**src/rtl/exe_pkg.sv**
```systemverilog
// Shared encodings for the execute stage: ALU command codes and NZCV bit positions.
package exe_pkg;

    localparam logic [3:0] CMD_MOV = 4'b0001;
    localparam logic [3:0] CMD_MVN = 4'b1001;
    localparam logic [3:0] CMD_ADD = 4'b0010;
    localparam logic [3:0] CMD_ADC = 4'b0011;
    localparam logic [3:0] CMD_SUB = 4'b0100;
    localparam logic [3:0] CMD_SBC = 4'b0101;
    localparam logic [3:0] CMD_AND = 4'b0110;
    localparam logic [3:0] CMD_ORR = 4'b0111;
    localparam logic [3:0] CMD_EOR = 4'b1000;

    localparam int FLAG_N = 3;
    localparam int FLAG_Z = 2;
    localparam int FLAG_C = 1;
    localparam int FLAG_V = 0;

endpackage

```
**src/rtl/exe_alu_stage_alu_core.sv**
```systemverilog
// Combinational ARM data-processing ALU: result plus next NZCV.
// Zero latency; unknown commands give result 0 and return the incoming flags.
module alu_core
    import exe_pkg::*;
#(
    parameter int DATA_W = 32
) (
    input  logic [3:0]        cmd,
    input  logic [DATA_W-1:0] val1,
    input  logic [DATA_W-1:0] val2,
    input  logic [3:0]        status_in,
    output logic [DATA_W-1:0] result,
    output logic [3:0]        nzcv
);

    logic              cin;
    logic [DATA_W:0]   sum;
    logic [DATA_W-1:0] op2;
    logic              arith;
    logic              known;

    assign cin = status_in[FLAG_C];

    always_comb begin
        op2    = val2;
        sum    = '0;
        result = '0;
        arith  = 1'b0;
        known  = 1'b1;
        case (cmd)
            CMD_MOV: result = val2;
            CMD_MVN: result = ~val2;
            CMD_ADD: begin
                arith = 1'b1;
                sum   = {1'b0, val1} + {1'b0, op2};
            end
            CMD_ADC: begin
                arith = 1'b1;
                sum   = {1'b0, val1} + {1'b0, op2} + {{DATA_W{1'b0}}, cin};
            end
            // Subtraction is val1 + ~val2 + carry so C comes out as NOT borrow.
            CMD_SUB: begin
                arith = 1'b1;
                op2   = ~val2;
                sum   = {1'b0, val1} + {1'b0, op2} + {{DATA_W{1'b0}}, 1'b1};
            end
            CMD_SBC: begin
                arith = 1'b1;
                op2   = ~val2;
                sum   = {1'b0, val1} + {1'b0, op2} + {{DATA_W{1'b0}}, cin};
            end
            CMD_AND: result = val1 & val2;
            CMD_ORR: result = val1 | val2;
            CMD_EOR: result = val1 ^ val2;
            default: known = 1'b0;
        endcase

        if (arith) begin
            result = sum[DATA_W-1:0];
        end

        nzcv = status_in;
        if (known) begin
            nzcv[FLAG_N] = result[DATA_W-1];
            nzcv[FLAG_Z] = (result == '0);
            if (arith) begin
                nzcv[FLAG_C] = sum[DATA_W];
                nzcv[FLAG_V] = (val1[DATA_W-1] == op2[DATA_W-1]) &&
                               (result[DATA_W-1] != val1[DATA_W-1]);
            end
        end
    end

endmodule

```
**src/rtl/exe_alu_stage.sv**
```systemverilog
// Execute stage: ALU + NZCV status register + EXE/MEM pipeline registers, latency 1.
// freeze holds every register; flush or !in_valid kills controls and blocks flag update.
module exe_alu_stage
    import exe_pkg::*;
#(
    parameter int DATA_W = 32,
    parameter int REG_W  = 4
) (
    input  logic              clk,
    input  logic              rst,
    input  logic              freeze,
    input  logic              flush,
    input  logic              in_valid,
    input  logic [3:0]        exe_cmd,
    input  logic              s_en,
    input  logic              mem_r_en,
    input  logic              mem_w_en,
    input  logic              wb_en,
    input  logic [REG_W-1:0]  dest,
    input  logic [DATA_W-1:0] val1,
    input  logic [DATA_W-1:0] val2,
    input  logic [DATA_W-1:0] val_rm,
    output logic              out_valid,
    output logic [DATA_W-1:0] alu_result,
    output logic [DATA_W-1:0] st_val,
    output logic              out_mem_r_en,
    output logic              out_mem_w_en,
    output logic              out_wb_en,
    output logic [REG_W-1:0]  out_dest,
    output logic [3:0]        status
);

    logic [DATA_W-1:0] alu_res;
    logic [3:0]        alu_nzcv;
    logic              accept;

    logic              valid_q,    valid_d;
    logic [DATA_W-1:0] result_q,   result_d;
    logic [DATA_W-1:0] st_val_q,   st_val_d;
    logic              mem_r_q,    mem_r_d;
    logic              mem_w_q,    mem_w_d;
    logic              wb_q,       wb_d;
    logic [REG_W-1:0]  dest_q,     dest_d;
    logic [3:0]        status_q,   status_d;

    alu_core #(.DATA_W(DATA_W)) u_alu_core (
        .cmd       (exe_cmd),
        .val1      (val1),
        .val2      (val2),
        .status_in (status_q),
        .result    (alu_res),
        .nzcv      (alu_nzcv)
    );

    assign accept = in_valid & ~flush;

    always_comb begin
        valid_d  = valid_q;
        result_d = result_q;
        st_val_d = st_val_q;
        mem_r_d  = mem_r_q;
        mem_w_d  = mem_w_q;
        wb_d     = wb_q;
        dest_d   = dest_q;
        status_d = status_q;
        if (!freeze) begin
            valid_d  = accept;
            result_d = alu_res;
            st_val_d = val_rm;
            mem_r_d  = accept & mem_r_en;
            mem_w_d  = accept & mem_w_en;
            wb_d     = accept & wb_en;
            dest_d   = dest;
            if (accept && s_en) begin
                status_d = alu_nzcv;
            end
        end
    end

    always_ff @(posedge clk) begin
        if (rst) begin
            valid_q  <= 1'b0;
            result_q <= '0;
            st_val_q <= '0;
            mem_r_q  <= 1'b0;
            mem_w_q  <= 1'b0;
            wb_q     <= 1'b0;
            dest_q   <= '0;
            status_q <= '0;
        end else begin
            valid_q  <= valid_d;
            result_q <= result_d;
            st_val_q <= st_val_d;
            mem_r_q  <= mem_r_d;
            mem_w_q  <= mem_w_d;
            wb_q     <= wb_d;
            dest_q   <= dest_d;
            status_q <= status_d;
        end
    end

    assign out_valid    = valid_q;
    assign alu_result   = result_q;
    assign st_val       = st_val_q;
    assign out_mem_r_en = mem_r_q;
    assign out_mem_w_en = mem_w_q;
    assign out_wb_en    = wb_q;
    assign out_dest     = dest_q;
    assign status       = status_q;

endmodule

```
**config.mk**
```make
export PLATFORM = sky130hd
export DESIGN_NAME = exe_alu_stage
export DESIGN_NICKNAME = d
export VERILOG_FILES = /design/src/rtl/exe_pkg.sv /design/src/rtl/exe_alu_stage_alu_core.sv /design/src/rtl/exe_alu_stage.sv
export SDC_FILE = /design/constraint.sdc
export NUM_CORES = 1
export LEC_CHECK = 0
export CAP_MARGIN = 20
export CORE_UTILIZATION = 45
export DETAILED_ROUTE_END_ITERATION = 8
export PLACE_DENSITY = 0.69
export SLEW_MARGIN = 20
export SYNTH_ARGS = -nofsm -noshare
export SYNTH_HDL_FRONTEND = slang
export SYNTH_SLANG_ARGS = --single-unit
```
**constraint.sdc**
```tcl
create_clock -name clk -period 10.2 [get_ports clk]
set_input_delay 2.55 -clock clk [delete_from_list [all_inputs] [get_ports clk]]
set_output_delay 2.55 -clock clk [all_outputs]
set_load 0.01 [all_outputs]
```
# Word level (Yosys, flattened, before mapping)
# Index checks and enable logic that the tools add are counted.
[totals] regBits=76 latch_bits=0 mem_bits_rw=0 romBits=0 in_bits=113 word_cells=49 n_memories=0
[op_classes] n_addsub=5 multipliers=0 div=0 magnitude_cmp=0 n_eq_ne=11 n_shift=0 n_mux=6 n_bitwise=10 reduce_logical=8
[ops] operator="$pmux 32 s5" n=1
[ops] operator="$pmux 33 s4" n=1
[ops] operator="$add 32x32->33" n=2
[ops] operator="$add 33x1->33" n=2
[ops] operator="$mux 32" n=2
[ops] operator="$add 33x1->33 const B" n=1
[ops] operator="$and 32x32->32" n=1
[ops] operator="$logic_not 32->1" n=1
[ops] operator="$not 32->32" n=1
[ops] operator="$or 32x32->32" n=1
[ops] operator="$xor 32x32->32" n=1
[ops] operator="$eq 4x3->1 const B" n=4
[ops] operator="$reduce_or 9->1" n=1
[ops] operator="$eq 4x2->1 const B" n=2
[ops] operator="$eq 4x4->1 const B" n=2
[ops] operator="$and 1x1->1" n=4
[ops] operator="$eq 4x1->1 const B" n=1
[ops] operator="$reduce_and 4->1" n=1
[ops] operator="$reduce_or 4->1" n=1
[ops] operator="$reduce_and 3->1" n=1
[ops] operator="$logic_and 1x1->1" n=2
[ops] operator="$mux 1" n=2
[ops] operator="$not 1->1" n=2
[ops] operator="$reduce_or 2->1" n=1
[ops] operator="other kinds (2)" n=2

# Longest topological paths before layout
# Gate-level depths: netlist (run 1).
[depth] word_depth=7 depth_mapped=19

# Cells and area by module
# From an unflattened synthesis (run 1), not the netlist that was laid out.
[unflattened] cells_unflattened=1606 area_unflattened_um2=11546.1
[modules_own_cells] mod="alu_core" n_inst=1 cells_per_inst=1352 area_per_inst_um2=8777.2
[modules_own_cells] mod="exe_alu_stage" n_inst=1 cells_per_inst=254 area_per_inst_um2=2768.9

# Worst setup path before layout (run 1)
# Ideal clock, no wire load.
[synth_path] path_type="input -> register" from="input exe_cmd[1]" to="register status_q[2], in the netlist status[2]" setup_time_ns=0.084 arrival_ns=6.981 path_slack_ns=3.135 stages=19 n_path_buf=4 cell_sequence="nor4bb_1 > clkbuf_1 > clkbuf_1 > buf_1 > clkbuf_1 > xnor2_1 > ha_1 > ha_1 > o21ai_0 > a21oi_1 > xnor2_1 > o221ai_1 > or4_1 > nor4_1 > nand4_1 > nor4_1 > nand4_1 > or4_1 > o31ai_2"
[synth_between] elab_chain_cells=5
[synth_lines] element="start: declaration" line="exe_alu_stage.sv:14" text="input logic [3:0] exe_cmd,"
[synth_lines] element="$eq 4x2->1 or $eq 4x3->1 (tied branches)" line="exe_alu_stage_alu_core.sv:30" text="case (cmd)"
[synth_lines] element="$reduce_or 4->1 (no line)"
[synth_lines] element="$mux 1" line="exe_alu_stage_alu_core.sv:30"
[synth_lines] element="$mux 32" line="exe_alu_stage_alu_core.sv:58" text="if (arith) begin"
[synth_lines] element="$logic_not 32->1" line="exe_alu_stage_alu_core.sv:65" text="nzcv[FLAG_Z] = (result == '0);"
[synth_lines] element="end signal: assignment" line="exe_alu_stage.sv:98" text="status_q <= status_d;"
[synth_lines] element="end: declaration" line="exe_alu_stage.sv:44" text="logic [3:0] status_q, status_d;"
# Parallel ways exist; a longest one is shown, timed or not.
# A chain may end at the register's enable or synchronous reset.

# Worst setup path after layout (run 1)
[layout_path] from="input val2[4]" to="register status_q[2], in the netlist status[2]"
[layout_between] elab_chain_cells=6
[layout_lines] element="start: declaration" line="exe_alu_stage.sv:21" text="input logic [DATA_W-1:0] val2,"
[layout_lines] element="$not 32->32" line="exe_alu_stage_alu_core.sv:32, exe_alu_stage_alu_core.sv:44, exe_alu_stage_alu_core.sv:49"
[layout_lines] element="$add 32x32->33" line="exe_alu_stage_alu_core.sv:45, exe_alu_stage_alu_core.sv:50"
[layout_lines] element="$add 33x1->33 (on tied branches)" line="exe_alu_stage_alu_core.sv:50, exe_alu_stage_alu_core.sv:45"
[layout_lines] element="$pmux 33 s4" line="exe_alu_stage_alu_core.sv:30"
[layout_lines] element="$mux 32 *" line="exe_alu_stage_alu_core.sv:58"
[layout_lines] element="$logic_not 32->1 *" line="exe_alu_stage_alu_core.sv:65"
# Every way passes the cells marked *; elsewhere a longest branch is shown, timed or not.

==> metrics.md, run 1 <==
| Metric | Value |
|---|---|
| Core ar. | `about 25000 um^2` |
| Filler cell count | `between 2000 and 2500` |
| Logic pwr share | `between 50% and 60%` |
| Initial core utilization | `between 40% and 50%` |
| CP Class | `primary input to flip-flop` |
| Final Core Density | `a little under three fifths` |
| Vias per cell | `approximately 6.3` |
| Worst setup path start | `val2[4]` |
| Pleak | `~5.6 nW` |
| Clk Tree Root Cell | `clkbuf_16` |
| # H-tree levels | `3` |
| Max-Cap Viols | `0` |
| Syn Nets | `roughly 1900` |
| Startpoint Class | `primary input` |
| Ys flop type | `dfxtp_1` |
| NumNets Final | `slightly below 2000` |
| Fmax | `between 0.1 and 0.15 GHz` |
| GRT overflow | `0` |
| Dpl cells | `2077` |
| PnR worst setup slack | `2.29 ns` |
| Pwr/cell area | `101 nW/um^2` |
| Final period utilization | `77.6%` |
| Switching share of total power | `between 40 and 50%` |
| Multi-input gate area | `between 9000 and 10000 um^2` |
| Post-synth top area cell | `dfxtp_1` |
| Gpl congestion | `around 0.98` |
| Clock share of power | `roughly 23%` |
| Hold_buf cts | `0` |
| Outcome | `finished clean` |
| Netlist cell types | `100` |
| CTS resizes | `0` |
| Commonest non-fill, non-tap cells in the layout | `clkdlybuf4s50_1, nor2_1, a21oi_1` |
| Die X | `~160 um` |
| RSZ-0062 raised after global routing | `false` |
| DR pass1 iterations | `6` |
| Netlist Area Pre-Place | `~12000 um^2` |
| Final setup TNS | `0 ns` |
| Total Routing Usage GR | `between 30% and 40%` |
| Syn Inst Count | `~1700` |
| Routed wire length | `around 43 mm` |
| Port Buffers | `between 150 and 200` |
| Largest net degree at the start of global routing | `71` |
| Flop pwr share | `22.9%` |
| Relative slew slack | `24.1%` |
| CP endpoint kind | `flip-flop` |
| Vias | `13132` |
| Internal | `slightly above 0.0008 W` |
| Initial antenna violation count | `1` |
| Final setup vio count | `0` |
| FF-to-FF Start | `status[1]$_SDFFE_PP0P_` |
| Main area contributors after synthesis | `dfxtp_1, ha_1, a21oi_1` |
| Clock Path Buffers | `2` |
| Final hold violations | `0` |
| Most common cell after layout, fill and taps aside | `clkdlybuf4s50_1` |
| Post-synthesis async set-or-reset flop share | `0%` |
| DP HPWL | `approximately 33 mm` |
| RR Endpoint | `status[2]$_SDFFE_PP0P_` |
| DP Worst Slack | `2.01 ns` |
| Die area | `~27000 um^2` |
| EDFF count, synth | `0` |
| Wire per inst | `20.6 um` |
| Hold Path End | `alu_result[27]$_SDFFE_PP0N_` |
| Row count | `58` |
| TritonCTS Sinks | `76` |
| Final ANT Viol Nets | `0` |
| Clk_lat worst skew | `0.32 ns` |
| Share of layout cells above drive strength 1 | `4.71%` |
| Max-slew violation count | `0` |
| R2r setup slk | `6.26 ns` |
| Yosys reg bits | `76` |
| I/O pin cnt | `roughly 190` |
| Hold Path Class | `flip-flop to flip-flop` |
| Worst Path Max Fanout | `14` |
| Register area share after synthesis | `13.0%` |
| WHS Path Cells | `2` |
| Data required time at the worst endpoint | `approximately 10 ns` |
| HP Start | `alu_result[27]$_SDFFE_PP0N_` |
| DRC errors left | `0` |
| Mean post-synth cell area | `around 7.1 um^2` |
| Worst-path clk slew | `about 0.06 ns` |
| Peak supply drop | `about 0.00012 V` |
| Clock skew | `0.00818 ns` |
| Crit path DAT | `just over 8 ns` |
| Total CTS buffers | `9` |
| Post-route insts no fill | `around 2100` |
| Storage cell area | `1520 um^2` |
| CTS tree | `built` |
| Minimum clock period | `between 7 and 8 ns` |
| Syn. warnings | `0` |
| Die H | `~160 um` |
| Vias in the first global route | `between 10000 and 15000` |
| First-pass GRT wire length | `around 66 mm` |
| Ant. Diodes | `0` |
| Measured slew at the worst slew-check pin | `1.14 ns` |
| FF-to-FF path depth | `13` |
| Yosys top cell area share | `about an eighth` |
| Psw | `a little over 0.0006 W` |
| Initial DRC Count | `~1400` |
| # Post-CTS Setup Buffers | `0` |
| Area growth, synth to finish | `19.5%` |
==> critical path: stages <==
cell	delay [ns]
clkdlybuf4s50_1	0.51
inv_1	0.08
ha_1	0.63
nor2b_1	0.14
or4_1	0.42
o21a_1	0.21
a21oi_1	0.54
xnor2_1	0.31
nand4_1	0.51
nor4_1	0.58
nand3_1	0.20
or3_1	0.35
a311oi_1	0.27
o21ai_1	0.13
or4_1	0.56
o31ai_2	0.17
==> cells by family (layout without fill, tap and decap cells) <==
group	Yosys count	in the layout	synth area share, %
buffers and inverters	202	315	6.74
and+or+nand+nor	569	569	24.7
xor gates and xnor gates	120	120	8.95
AOI/OAI and AO/OA	512	512	29.5
DFF	76	76	13.0
muxes	60	60	5.19
adders and majority gates	111	111	12.0
==> through the flow <==
stage / hold slack [ns] / total power, W / instance area [um^2]
floorplan: 0.486 / 0.000842 / 11700
global placement: 0.450 / 0.00108 / 13700
detailed placement: 0.455 / 0.00109 / 13700
CTS: 0.463 / 0.00141 / 14000
global route: 0.479 / 0.00150 / 14000
finish: 0.460 / 0.00142 / 14000
==> worst max-delay path by stage <==
| stage | to | cells after the start |
|---|---|---|
| finish | status[2]$_SDFFE_PP0P_ | 16 |
| CTS | status[2]$_SDFFE_PP0P_ | 16 |
| global placement | status[2]$_SDFFE_PP0P_ | 16 |
| global route | status[2]$_SDFFE_PP0P_ | 16 |
| floorplan | status[2]$_SDFFE_PP0P_ | 19 |
| detailed placement | status[2]$_SDFFE_PP0P_ | 16 |
==> power by group through the flow <==
stage	Clock, W	Sequential (W)	Combinational [W]
6_report	0.000320	0.000326	0.000777
5_1_grt	0.000336	0.000328	0.000841
4_1_cts	0.000327	0.000326	0.000759
3_5_place_dp	0	0.000332	0.000755
3_3_place_gp	0	0.000331	0.000748
2_1_floorplan	0	0.000339	0.000503
==> state kept, by name, indices dropped and copies added (netlist names) <==
register	count
out_dest	4
out_valid	1
out_wb_en	1
alu_result	32
st_val	32
out_mem_w_en	1
out_mem_r_en	1
status	4
==> cell usage after synthesis, drive strengths merged, types with 28 or more instances <==
master,instances
a21oi,142
clkbuf,84
dfxtp,76
ha,109
inv,97
mux2i,53
nand2,113
nand3,39
nor2,176
nor3,49
nor4,32
o211ai,28
o21ai,89
xnor2,80
xor2,40
==> per-layer routing <==
| layer | GRT usage (%) | up-vias | routed length [um] |
|---|---|---|---|
| li1 | - | 6237 | - |
| met1 | 44.7 | 6178 | 19800 |
| met2 | 48.8 | 638 | 18400 |
| met3 | 3.12 | 79 | 3600 |
| met4 | 10.7 | 0 | 1250 |
| met5 | 0 | - | 0 |
==> cell type report <==
cell class	count	share of cell area, %
Multi-Input combinational cell	1372	67.4
Timing Repair Buffer	200	13.9
Sequential cell	76	10.8
Tap cell	330	2.94
Inverter	99	2.65
Clock buffer	11	1.80
Clock inverter	5	0.410
(Power assumes the default switching activity.)
==> inputs of run 2 (changes only) <==
clock period = 8.2 ns   (was 10.2 ns; I/O delays follow)
==> run 2 against run 1 <==
  * First-iteration DRC count is 5.9% higher
  * Critical path depth stayed put
  * Worst hold slack better by 0.0015 ns
  * Largest power group unchanged
  * Via count is 0.78% higher
  * Sequential cell count stayed put
  * Critical path type unchanged
  * Total power is 30% higher
  * Die area stayed put
  * Non-clock buffer count is 23 higher
  * Register-to-register slack worse by 1.9 ns
  * Clock power is 43% higher
  * Largest cell class unchanged
==> metrics.md, run 2 (synthesized netlist as in run 1, its figures left out) <==
| Metric | Value |
|---|---|
| Outcome | `finished clean` |
| Die X | `164 um (unchanged)` |
| Worst-path clk slew | `0.06 ns (about the same)` |
| Wire per inst | `21.0 um (+2.1%)` |
| CP Class | `primary input to flip-flop` |
| GRT overflow | `0 (unchanged)` |
| Max-Cap Viols | `0 (unchanged)` |
| TritonCTS Sinks | `76 (unchanged)` |
| Relative slew slack | `19.4% (-4.7 points)` |
| Psw | `0.000776 W (+28%)` |
| RR Endpoint | `status[2]$_SDFFE_PP0P_` |
| Routed wire length | `44.5 mm (+3.3%)` |
| Minimum clock period | `7.38 ns` |
| Final hold violations | `0 (unchanged)` |
| Clk Tree Root Cell | `clkbuf_16` |
| Vias per cell | `6.25 (-0.32%)` |
| Met3 GRT Util | `3.71% (+0.58 points)` |
| Total Routing Usage GR | `32.5% (+1.1 points)` |
| R2r setup slk | `4.32 ns (-1.94 ns)` |
| WHS Path Cells | `2 (unchanged)` |
| Pleak | `5.78 nW (+2.3%)` |
| Ant. Diodes | `0 (unchanged)` |
| Share of layout cells above drive strength 1 | `5.94% (+1.2 points)` |
| Clk_lat worst skew | `0.33 ns (about the same)` |
| DR pass1 iterations | `5 (-1)` |
| Final setup vio count | `0 (unchanged)` |
| DP HPWL | `34.8 mm (+4.1%)` |
| Initial antenna violation count | `0 (-1)` |
| Max-slew violation count | `0 (unchanged)` |
| Global routing usage on met1 | `46.0% (+1.2 points)` |
| Global routing's busiest layer | `met2` |
| Port Buffers | `188 (unchanged)` |
| Data required time at the worst endpoint | `8.45 ns (-2.00 ns)` |
| I/O pin cnt | `189 (unchanged)` |
| Switching share of total power | `42.0% (-0.67 points)` |
| Final period utilization | `90.1%` |
| Die area | `26700 um^2 (unchanged)` |
| Final setup TNS | `0 ns (unchanged)` |
| DRC errors left | `0 (unchanged)` |
| Multi-input gate area | `9460 um^2 (unchanged)` |
| Flop pwr share | `21.9% (-1.0 points)` |
| CP endpoint kind | `flip-flop` |
| Grt met2 use | `51.1% (+2.3 points)` |
| Delay-heaviest family, CP | `simple AND/OR/NAND/NOR gates` |
| First-pass GRT wire length | `68.1 mm (+2.8%)` |
| Initial DRC Count | `1504 (+5.9%)` |
| Row count | `58 (unchanged)` |
| Worst path cell trace | `clkdlybuf4s50_1 -> inv_1 -> ha_1 -> nor2b_1 -> or4_1 -> o21a_1 -> a21oi_1 -> o211ai_1 -> xnor2_1 -> nor4_4 -> nand4_2 -> or3b_1 -> a31oi_1 -> nand4_1 -> or4_1 -> o31ai_2` |
| Core ar. | `25400 um^2 (unchanged)` |
| Initial core utilization | `46.2% (unchanged)` |
| FF-to-FF path depth | `13 (unchanged)` |
| Hold Path End | `alu_result[27]$_SDFFE_PP0N_` |
| Logic pwr share | `53.4% (-1.2 points)` |
| Largest net degree at the start of global routing | `71 (unchanged)` |
| HP Start | `alu_result[27]$_SDFFE_PP0N_` |
| Clock skew | `0.00443 ns (-0.00375 ns)` |
| NumNets Final | `2005 (+1.2%)` |
| Startpoint Class | `primary input` |
| Fmax | `0.135 GHz` |
| Gpl congestion | `0.957 (-1.8%)` |
| Pwr/cell area | `130 nW/um^2 (+28%)` |
| Clock Path Buffers | `2 (unchanged)` |
| Slowest cell on crit path | `a21oi_1` |
| Hold_buf cts | `0 (unchanged)` |
| Final ANT Viol Nets | `0 (unchanged)` |
| Die H | `164 um (unchanged)` |
| Total power | `0.00185 W (+30%)` |
| Commonest non-fill, non-tap cells in the layout | `clkdlybuf4s50_1, nor2_1, a21oi_1` |
| FF-to-FF Start | `status[1]$_SDFFE_PP0P_` |
| # H-tree levels | `3 (unchanged)` |
| Buffer and inverter count on the worst path | `2 (unchanged)` |
| Storage cell area | `1520 um^2 (unchanged)` |
| Internal | `0.00107 W (+32%)` |
| Area growth, synth to finish | `21.5%` |
| RSZ-0062 raised after global routing | `false` |
| Vias in the first global route | `12007 (+2.0%)` |
| Dpl cell area | `13900 um^2 (+1.2%)` |
| Filler cell count | `2475 (+0.081%)` |
| Cell mode on critical path | `or4_1` |
| # Post-CTS Setup Buffers | `0 (unchanged)` |
| CTS resizes | `0 (unchanged)` |
| Measured slew at the worst slew-check pin | `1.21 ns (+0.0700 ns)` |
| Hold Path Class | `flip-flop to flip-flop` |
| Peak supply drop | `0.000137 V (+19%)` |
| CTS tree | `built` |
| Total CTS buffers | `9 (unchanged)` |
| Crit path DAT | `7.63 ns (-0.53 ns)` |
| Most common cell after layout, fill and taps aside | `clkdlybuf4s50_1` |
| Worst Path Max Fanout | `12 (-2)` |
| Clock share of power | `24.7% (+2.2 points)` |
| Slowest stage delay, CP | `0.62 ns (about the same)` |
| Design area | `14300 um^2 (+1.6%)` |
| Vias | `13234 (+0.78%)` |
==> run 2: cell types whose count changed in the layout (fill, tap and decap cells not counted) <==
cell	previous run	this run
clkinv_4	1	0
clkinv_2	2	1
bufinv_16	1	3
buf_16	0	1
buf_4	13	35
inv_8	0	1
clkinvlp_4	0	1
clkbuf_8	2	0
==> run 2: cell type report <==
cell class | count | area share [%]
inverter | 99 | 2.61
tap | 330 | 2.89
sequential | 76 | 10.7
timing repair buffer | 223 | 15.1
multi-input combinational | 1372 | 66.3
clock buffer | 9 | 1.58
clock inverter | 7 | 0.860
==> run 2: tightest hold or removal path: stages, from the launching register on <==
cell     delay (ns)
dfxtp_1        0.31
nand2_1        0.06
a21oi_1        0.05
==> run 2: worst max-delay path by stage <==
stage	from	endpoint	cells past startpoint
2_1_floorplan	exe_cmd[1]	status[2]$_SDFFE_PP0P_	19
3_3_place_gp	val2[6]	status[2]$_SDFFE_PP0P_	16
3_5_place_dp	val2[6]	status[2]$_SDFFE_PP0P_	16
4_1_cts	val2[6]	status[2]$_SDFFE_PP0P_	16
5_1_grt	val2[5]	status[2]$_SDFFE_PP0P_	16
6_report	val2[6]	status[2]$_SDFFE_PP0P_	16
==> run 2: power groups by stage <==
| stage | combinational (W) | clock (W) | sequential (W) |
|---|---|---|---|
| detailed placement | 0.000960 | 0 | 0.000413 |
| global placement | 0.000951 | 0 | 0.000412 |
| CTS | 0.000965 | 0.000462 | 0.000405 |
| finish | 0.000989 | 0.000457 | 0.000405 |
| floorplan | 0.000626 | 0 | 0.000422 |
| global route | 0.00107 | 0.000479 | 0.000407 |
==> run 2: metal layers <==
metal | vias to the layer above | share of wire, %
li1 | 6304 | -
met1 | 6162 | 46
met2 | 687 | 43
met3 | 81 | 9.0
met4 | 0 | 2.7
met5 | - | 0
==> run 2: through the flow <==
step           worst slack [ns]  utilization [%]  std cells  hold WS (ns)
2_1_floorplan              1.63                -       1650         0.486
3_3_place_gp              0.682             54.7       2099         0.449
3_5_place_dp              0.575             54.7       2099         0.456
4_1_cts                   0.914             56.1       2115         0.465
5_1_grt                   0.578             56.2       2116         0.482
6_report                  0.816             56.2       2116         0.462
